$ cat config.mk
export PLATFORM = sky130hd
export DESIGN_NAME = wb_cmd_master
export DESIGN_NICKNAME = d
export VERILOG_FILES = /design/src/rtl/wb_cmd_pkg.sv /design/src/rtl/wb_cmd_master.sv
export SDC_FILE = /design/constraint.sdc
export NUM_CORES = 1
export LEC_CHECK = 0
export CORE_MARGIN = 5
export CORE_UTILIZATION = 42
export CTS_BUF_LIST = sky130_fd_sc_hd__clkbuf_8
export CTS_CLUSTER_DIAMETER = 30
export DETAILED_ROUTE_END_ITERATION = 7
export PLACE_DENSITY = 0.65
export REMOVE_ABC_BUFFERS = 1
export SYNTH_ARGS = -nofsm -noshare
export SYNTH_HDL_FRONTEND = slang
export SYNTH_SLANG_ARGS = --single-unit
$ cat constraint.sdc
create_clock -name wb_clk -period 3.8 [get_ports wb_clk]
set_input_delay 0.57 -clock wb_clk [delete_from_list [all_inputs] [get_ports wb_clk]]
set_output_delay 0.57 -clock wb_clk [all_outputs]
set_load 0.01 [all_outputs]
$ cat src/rtl/wb_cmd_pkg.sv
// Shared constants and state encoding for the byte-command Wishbone initiator.
package wb_cmd_pkg;

  // Command opcodes (first byte of a command).
  localparam logic [7:0] OP_WR = 8'h57;  // 'W'
  localparam logic [7:0] OP_RD = 8'h52;  // 'R'

  // Single-byte response codes.
  localparam logic [7:0] RSP_OK  = 8'h4B;  // 'K' write acknowledged
  localparam logic [7:0] RSP_ERR = 8'h45;  // 'E' bus timeout
  localparam logic [7:0] RSP_BAD = 8'h3F;  // '?' unknown opcode

  typedef enum logic [2:0] {
    StIdle,
    StWAdr,
    StWSel,
    StWDat,
    StRAdr,
    StBus,
    StRsp
  } state_e;

endpackage

$ cat src/rtl/wb_cmd_master.sv
// Wishbone classic single-transfer initiator driven by a byte command stream.
// Parses write/read commands, runs one bus cycle each and serialises the reply.
module wb_cmd_master
  import wb_cmd_pkg::*;
#(
  parameter int unsigned ADR_W   = 8,
  parameter int unsigned TIMEOUT = 255,
  parameter int unsigned TO_W    = 8
) (
  input  logic             wb_clk,
  input  logic             wb_rst_n,
  input  logic [7:0]       rx_dat,
  input  logic             rx_vld,
  output logic             rx_rdy,
  output logic [7:0]       tx_dat,
  output logic             tx_vld,
  input  logic             tx_rdy,
  output logic             wbm_cyc,
  output logic             wbm_stb,
  output logic             wbm_we,
  output logic [3:0]       wbm_sel,
  output logic [ADR_W-1:0] wbm_adr,
  output logic [31:0]      wbm_dat,
  input  logic [31:0]      wbm_rdt,
  input  logic             wbm_ack,
  output logic             busy
);

  // Last timeout-counter value before the abort fires.
  localparam logic [TO_W-1:0] ToLast = TO_W'(TIMEOUT - 1);

  state_e           state_q, state_d;
  logic [ADR_W-1:0] adr_q, adr_d;
  logic [3:0]       sel_q, sel_d;
  logic             we_q, we_d;
  logic [31:0]      dat_q, dat_d;
  logic [1:0]       idx_q, idx_d;
  logic             cyc_q, cyc_d;
  logic [TO_W-1:0]  to_cnt_q, to_cnt_d;
  logic [31:0]      rdt_q, rdt_d;
  logic [7:0]       tx_dat_q, tx_dat_d;
  logic             tx_vld_q, tx_vld_d;
  logic [1:0]       tx_idx_q, tx_idx_d;
  logic [1:0]       tx_cnt_q, tx_cnt_d;

  logic rx_fire;
  logic tx_fire;

  // Command bytes are only taken while a command is still being assembled.
  always_comb begin
    rx_rdy = (state_q == StIdle) || (state_q == StWAdr) || (state_q == StWSel) ||
             (state_q == StWDat) || (state_q == StRAdr);
  end

  assign rx_fire = rx_vld && rx_rdy;
  assign tx_fire = tx_vld_q && tx_rdy;

  // State and datapath registers; async reset clears everything including the bus cycle.
  always_ff @(posedge wb_clk or negedge wb_rst_n) begin
    if (!wb_rst_n) begin
      state_q  <= StIdle;
      adr_q    <= '0;
      sel_q    <= '0;
      we_q     <= 1'b0;
      dat_q    <= '0;
      idx_q    <= '0;
      cyc_q    <= 1'b0;
      to_cnt_q <= '0;
      rdt_q    <= '0;
      tx_dat_q <= '0;
      tx_vld_q <= 1'b0;
      tx_idx_q <= '0;
      tx_cnt_q <= '0;
    end else begin
      state_q  <= state_d;
      adr_q    <= adr_d;
      sel_q    <= sel_d;
      we_q     <= we_d;
      dat_q    <= dat_d;
      idx_q    <= idx_d;
      cyc_q    <= cyc_d;
      to_cnt_q <= to_cnt_d;
      rdt_q    <= rdt_d;
      tx_dat_q <= tx_dat_d;
      tx_vld_q <= tx_vld_d;
      tx_idx_q <= tx_idx_d;
      tx_cnt_q <= tx_cnt_d;
    end
  end

  // Next-state: command parsing, bus handshake and response serialisation.
  always_comb begin
    state_d  = state_q;
    adr_d    = adr_q;
    sel_d    = sel_q;
    we_d     = we_q;
    dat_d    = dat_q;
    idx_d    = idx_q;
    cyc_d    = cyc_q;
    to_cnt_d = to_cnt_q;
    rdt_d    = rdt_q;
    tx_dat_d = tx_dat_q;
    tx_vld_d = tx_vld_q;
    tx_idx_d = tx_idx_q;
    tx_cnt_d = tx_cnt_q;

    unique case (state_q)
      StIdle: begin
        if (rx_fire) begin
          if (rx_dat == OP_WR) begin
            state_d = StWAdr;
          end else if (rx_dat == OP_RD) begin
            state_d = StRAdr;
          end else begin
            tx_dat_d = RSP_BAD;
            tx_vld_d = 1'b1;
            tx_cnt_d = 2'd0;
            state_d  = StRsp;
          end
        end
      end

      StWAdr: begin
        if (rx_fire) begin
          adr_d   = rx_dat[ADR_W-1:0];
          state_d = StWSel;
        end
      end

      StWSel: begin
        if (rx_fire) begin
          sel_d   = rx_dat[3:0];
          idx_d   = 2'd0;
          state_d = StWDat;
        end
      end

      StWDat: begin
        if (rx_fire) begin
          dat_d[8*idx_q +: 8] = rx_dat;
          idx_d               = idx_q + 2'd1;
          if (idx_q == 2'd3) begin
            we_d     = 1'b1;
            cyc_d    = 1'b1;
            to_cnt_d = '0;
            state_d  = StBus;
          end
        end
      end

      StRAdr: begin
        if (rx_fire) begin
          adr_d    = rx_dat[ADR_W-1:0];
          sel_d    = 4'hF;
          we_d     = 1'b0;
          cyc_d    = 1'b1;
          to_cnt_d = '0;
          state_d  = StBus;
        end
      end

      StBus: begin
        // Ack takes priority over a timeout landing in the same cycle.
        if (wbm_ack) begin
          rdt_d    = wbm_rdt;
          cyc_d    = 1'b0;
          tx_vld_d = 1'b1;
          tx_idx_d = 2'd0;
          state_d  = StRsp;
          if (we_q) begin
            tx_dat_d = RSP_OK;
            tx_cnt_d = 2'd0;
          end else begin
            tx_dat_d = wbm_rdt[7:0];
            tx_cnt_d = 2'd3;
          end
        end else if (to_cnt_q == ToLast) begin
          cyc_d    = 1'b0;
          tx_dat_d = RSP_ERR;
          tx_vld_d = 1'b1;
          tx_cnt_d = 2'd0;
          state_d  = StRsp;
        end else begin
          to_cnt_d = to_cnt_q + 1'b1;
        end
      end

      StRsp: begin
        // tx_cnt_q counts bytes still to follow the one currently presented.
        if (tx_fire) begin
          if (tx_cnt_q == 2'd0) begin
            tx_vld_d = 1'b0;
            state_d  = StIdle;
          end else begin
            tx_idx_d = tx_idx_q + 2'd1;
            tx_cnt_d = tx_cnt_q - 2'd1;
            tx_dat_d = rdt_q[8*tx_idx_d +: 8];
          end
        end
      end

      default: begin
        state_d = StIdle;
      end
    endcase
  end

  assign tx_dat  = tx_dat_q;
  assign tx_vld  = tx_vld_q;
  assign wbm_cyc = cyc_q;
  assign wbm_stb = cyc_q;
  assign wbm_we  = we_q;
  assign wbm_sel = sel_q;
  assign wbm_adr = adr_q;
  assign wbm_dat = dat_q;
  assign busy    = (state_q != StIdle);

endmodule

==> Word-level counts from Yosys, hierarchy flattened <==
Cells that the tools add are included.
{ "totals": {"reg_bits": 104} }
{ "classes": {"muxes": 64, "reduce_logical": 28, "shift": 3, "n_eq_ne": 25, "add_sub_neg": 5} }
{ "ops": {"columns": ["operator", "n"], "rows": [
  ["$mux 8", 13],
  ["$pmux 8 s3", 2],
  ["$neg 5->34", 1],
  ["$shift 8x34->32 const A", 1],
  ["$shiftx 8x34->32", 1],
  ["$mux 3", 11],
  ["$bwmux 32", 1],
  ["$shiftx 32x6->8", 1],
  ["$mux 2", 14],
  ["$ne 2x2->1 const B", 13],
  ["$pmux 3 s7", 1],
  ["$eq 8x7->1 const B", 2],
  ["$reduce_and 7->1", 2],
  ["$mux 1", 13],
  ["$eq 3x3->1 const B", 3],
  ["$reduce_and 9->1", 1],
  ["$reduce_bool 3->1", 3],
  ["$add 8x1->8 const B", 1],
  ["$eq 8x8->1 const B", 1],
  ["$mux 4", 2],
  ["$pmux 2 s2", 2],
  ["$pmux 4 s2", 1],
  ["$reduce_and 4->1", 2],
  ["$reduce_bool 2->1", 4],
  ["19 further kinds", 29]
]} }

==> Longest topological paths before layout <==
{ "logic_depth": {"depth_word": 8, "depth_mapped": 7, "ltp_nobuf": 7} }

==> Worst setup path after synthesis <==
Ideal clock, no wire load.
{ "synth_timing": {"path_kind": "input port to flip-flop", "start": "input rx_dat[2]", "end": "register tx_dat_q[0] (netlist: tx_dat[0])", "t_arrival_ps": 1848, "setup_slack_ps": 1827, "required_time_ps": 3675, "stages": 6, "setup_ps": 125, "path_cell_list": "clkbuf_1 xnor2_1 a311oi_2 o21ai_2 nor2_8 mux2_4"} }
{ "synth_via": {"elab_chain_len": 3, "elab_cells_between_ends": 5, "cone_classes": "eq/ne (4); reduce/logical (1)"} }
{ "synth_lines": {"columns": ["element", "line", "text"], "rows": [
  ["start: declaration", "wb_cmd_master.sv:12", "input logic [7:0] rx_dat,"],
  ["$eq 8x7->1, on equally long branches", "wb_cmd_master.sv:112, wb_cmd_master.sv:110", null],
  ["$ne 2x2->1 (no source line)", null, null],
  ["$reduce_and 7->1 (no source line) *", null, null],
  ["end signal: assignment", "wb_cmd_master.sv:84", "tx_dat_q <= tx_dat_d;"],
  ["end: declaration", "wb_cmd_master.sv:41", "logic [7:0] tx_dat_q, tx_dat_d;"]
]} }
Every way passes the cells marked *; elsewhere a longest branch is shown, timed or not.
A chain may end at the register's enable or synchronous reset.

==> Worst setup path in the final report <==
{ "layout_timing": {"start": "register state_q[0]", "end": "output busy"} }
{ "layout_via": {"elab_chain_len": 1} }
{ "layout_lines": {"columns": ["element", "line", "text"], "rows": [
  ["start: declaration", "wb_cmd_master.sv:32", "state_e state_q, state_d;"],
  ["start signal: assignment", "wb_cmd_master.sv:61", "state_q <= StIdle;"],
  ["start signal: assignment", "wb_cmd_master.sv:75", "state_q <= state_d;"],
  ["$reduce_bool 3->1", "wb_cmd_master.sv:216", "assign busy = (state_q != StIdle);"],
  ["end: declaration", "wb_cmd_master.sv:26", "output logic busy"]
]} }
No other way between the ends.

==> summary.txt <==
FF-to-FF Start: state_q[1]$_DFFE_PN0P_
Sink Count: 104
Post-DR wirelength/cell: 17.02 um
Clock root buffer: clkbuf_8
Leading cell types in the layout, fill and taps excluded: dfrtp_1 (104), clkdlybuf4s50_1 (101), nand2_1 (84), o21ai_0 (45), mux2_2 (42)
Netlist cell types: 61
CP Cell Sequence: buf_4 -> or3_4 -> clkdlybuf4s50_1
Clk pin slew, worst setup/hold paths: 0.11 ns
Pre-CTS setup slack: 1.189 ns
Die H: 119.2 um
Post-synth EDFFs: 0
Switch Pwr: 1.662 mW
CTS-repair resized insts: 0
Largest net degree at the start of global routing: 41
Final Max Tran Viols: 0
Share of layout cells above drive strength 1: 16.85%
Via count: 3691
Multi-input gate area: 0.002257 sq mm
Worst Skew: 0.01229 ns
Vias in the first global route: 3826
Critical path startpoint category: flop
Syn Inst Count: 451
Leak: 2.608 nW
Register-to-register setup slack: 1.30 ns
Final WS setup: 1.092 ns
Initial antenna violation count: 0
Asr flop ratio synth: 100.0%
Status: finished clean
Hold crit path type: in2async
DP Area: 0.006133 sq mm
Final setup fails: 0
Starting density of the core: 42.26%
Fill cells: 1066
Quantity of hold-fixing buffers added after cts: 0
Synth Flop Type: dfrtp_1
Relative slew margins: 29.81%
Clk buf depth: 2
First-pass GRT wire length: 20000 um
Max IR drop VDD: 0.2792 mV
PortBufs: 102
Power share of the combinational group: 42.7%
Slowest CP cell: dfrtp_1
Post-synthesis register bit count: 104
Area leader, netlist: dfrtp_1
Cell Pwr Density: 721.3 mW/mm^2
Setup bufs post-CTS: 0
RSZ-0062 raised after global routing: no
N_diodes: 0
IO Count: 103
Antenna-violating nets left: 0
Area growth from synthesis to layout: 26.36%
Number of H-tree levels: 3
Avg Inst Size Synth: 11.11 sq um
TritonCTS clock tree: done
Post-route cell area: 0.006334 sq mm
FMAX: 369.3 MHz
Required time worst endpoint: 3.23 ns
Row count: 40
Max-Cap Viols: 0
Die Wd: 119.2 um
Setup crit start: state_q[0]$_DFFE_PN0P_
Mapped cell area: 0.005012 sq mm
WP data arrival: 2.14 ns
Final Util: 53.40%
Pre-antenna DRT Iters: 4
Setup CP Type: reg2out
DPL Wire Length: 8729 um
Commonest non-fill, non-tap cell in the layout: dfrtp_1
Count of final hold-check violations: 0
Setup TNS: 0 ns
Area occupied by registers: 0.002603 sq mm
R2r endpoint: state_q[0]$_DFFE_PN0P_
First DRT Iteration DRCs: 223
Clk_lat worst skew: 0.38 ns
Gpl congestion: 0.7820
Slew @ Worst Pin: 1.051 ns
Minimum clock period: 2.708 ns
Part of the cycle the worst path needs: 71.26%
Total gr overflow: 0
Sequential share of power: 41.5%
Max FO, Critical Path: 17
Sw frac: 36.38%
Area contributors post-synth: dfrtp_1 (52%), mux2_2 (9.4%), nand2_1 (6.3%)
GRT Overall Usage: 17.51%
DRC: 0
Yosys top cell area share: 51.92%
Setup crit end kind: primary output
Via-to-Cell Ratio: 5.280
Highest cell delay on the worst timing path: 0.59 ns
Final wirelength: 11900 um
FF-to-FF path depth: 5
TritonCTS Buffers: 9
Core Area: 0.01186 sq mm
Register area share after synthesis: 51.92%
Clk pwr share: 15.8%
Yosys warnings: 0
Final #Nets: 601
Die area: 0.01422 sq mm
Internal power: 2.906 mW
Yosys cell counts, types with 2 or more instances:
cell / instances
mux2_2: 42
mux4_2: 7
buf_2: 8
and3_1: 3
nand3b_1: 2
or3_4: 2
inv_1: 10
xor2_1: 6
a21oi_1: 14
o21ai_1: 2
mux2_4: 8
nand3_1: 7
mux2i_1: 3
o22ai_1: 4
nor3b_1: 3
nor2_1: 21
or3_1: 3
nand4_1: 2
buf_4: 2
ha_1: 9
dfrtp_1: 104
nor2_4: 2
clkbuf_1: 9
o32a_1: 2
o21ai_0: 45
buf_6: 2
a211oi_1: 2
nor3_1: 3
o211ai_1: 6
a221o_1: 2
nand2_1: 84
nor4bb_1: 2
a21o_1: 2
critical path, delay by kind of cell, from the launching register on:
kind          cells  cell delay [ns]
simple gates      1             0.38
buf+inv           2             0.79
flops             1             0.59
power by group through the flow:
stage          logic [mW]  clock network [mW]  registers [mW]
3_3_place_gp         1.92                   0            1.90
6_report             1.95               0.723            1.89
5_1_grt              2.14               0.781            1.96
3_5_place_dp         1.97                   0            1.92
2_1_floorplan        1.16                   0            1.90
4_1_cts              1.97               0.740            1.90
how the worst max path moves through the flow:
stage	endpoint	slack, ns	depth (start not counted)
2_1_floorplan	tx_dat[4]$_DFFE_PN0P_	1.50	5
3_3_place_gp	tx_dat[4]$_DFFE_PN0P_	1.21	6
3_5_place_dp	tx_idx_q[1]$_DFFE_PN0P_	1.19	7
4_1_cts	busy	1.06	3
5_1_grt	busy	1.0	3
6_report	busy	1.09	3
flip-flops by register name, indices dropped and copies added (netlist names):
name	cells
state_q	3
wbm_we	1
wbm_adr	8
rdt_q	32
tx_idx_q	2
tx_cnt_q	2
tx_vld	1
to_cnt_q	8
tx_dat	8
wbm_sel	4
wbm_dat	32
wbm_cyc	1
idx_q	2
per-layer routing:
metal	vias to the layer above	routed length, um	GRT usage (%)
met5	-	0	0
met4	0	243	6.083
met3	20	623	3.894
met2	108	5679	27.69
met1	1787	5350	23.80
li1	1776	-	-
area by class of cell:
type,count,area share [%]
well taps,147,2.904
inverters,11,0.6519
multi-input cells,315,35.64
clock inverters,7,1.205
flip-flops and latches,104,41.09
repair buffers,106,16.55
clock buffers,9,1.956
through the flow:
step / power, mW / hold slack [ns] / std cells
after floorplan: 3.057 / 0.2744 / 430
final: 4.569 / 0.1427 / 699
after global placement: 3.826 / 0.4625 / 683
after global routing: 4.881 / 0.1946 / 699
after CTS: 4.609 / 0.1646 / 699
after detailed placement: 3.889 / 0.4690 / 683
cell families after synthesis:
logic type / count (synthesis) / share of synthesized area [%]
AND/OR/NAND/NOR: 149 / 14.73
buffers and inverters: 32 / 3.045
adder cells (fa/ha/maj): 9 / 2.247
flip-flops: 104 / 51.92
XOR/XNOR: 7 / 1.223
multiplexers: 60 / 15.58
AO/OA/AOI/OAI: 90 / 11.26
Note: power is estimated with default switching activity, not from simulation.
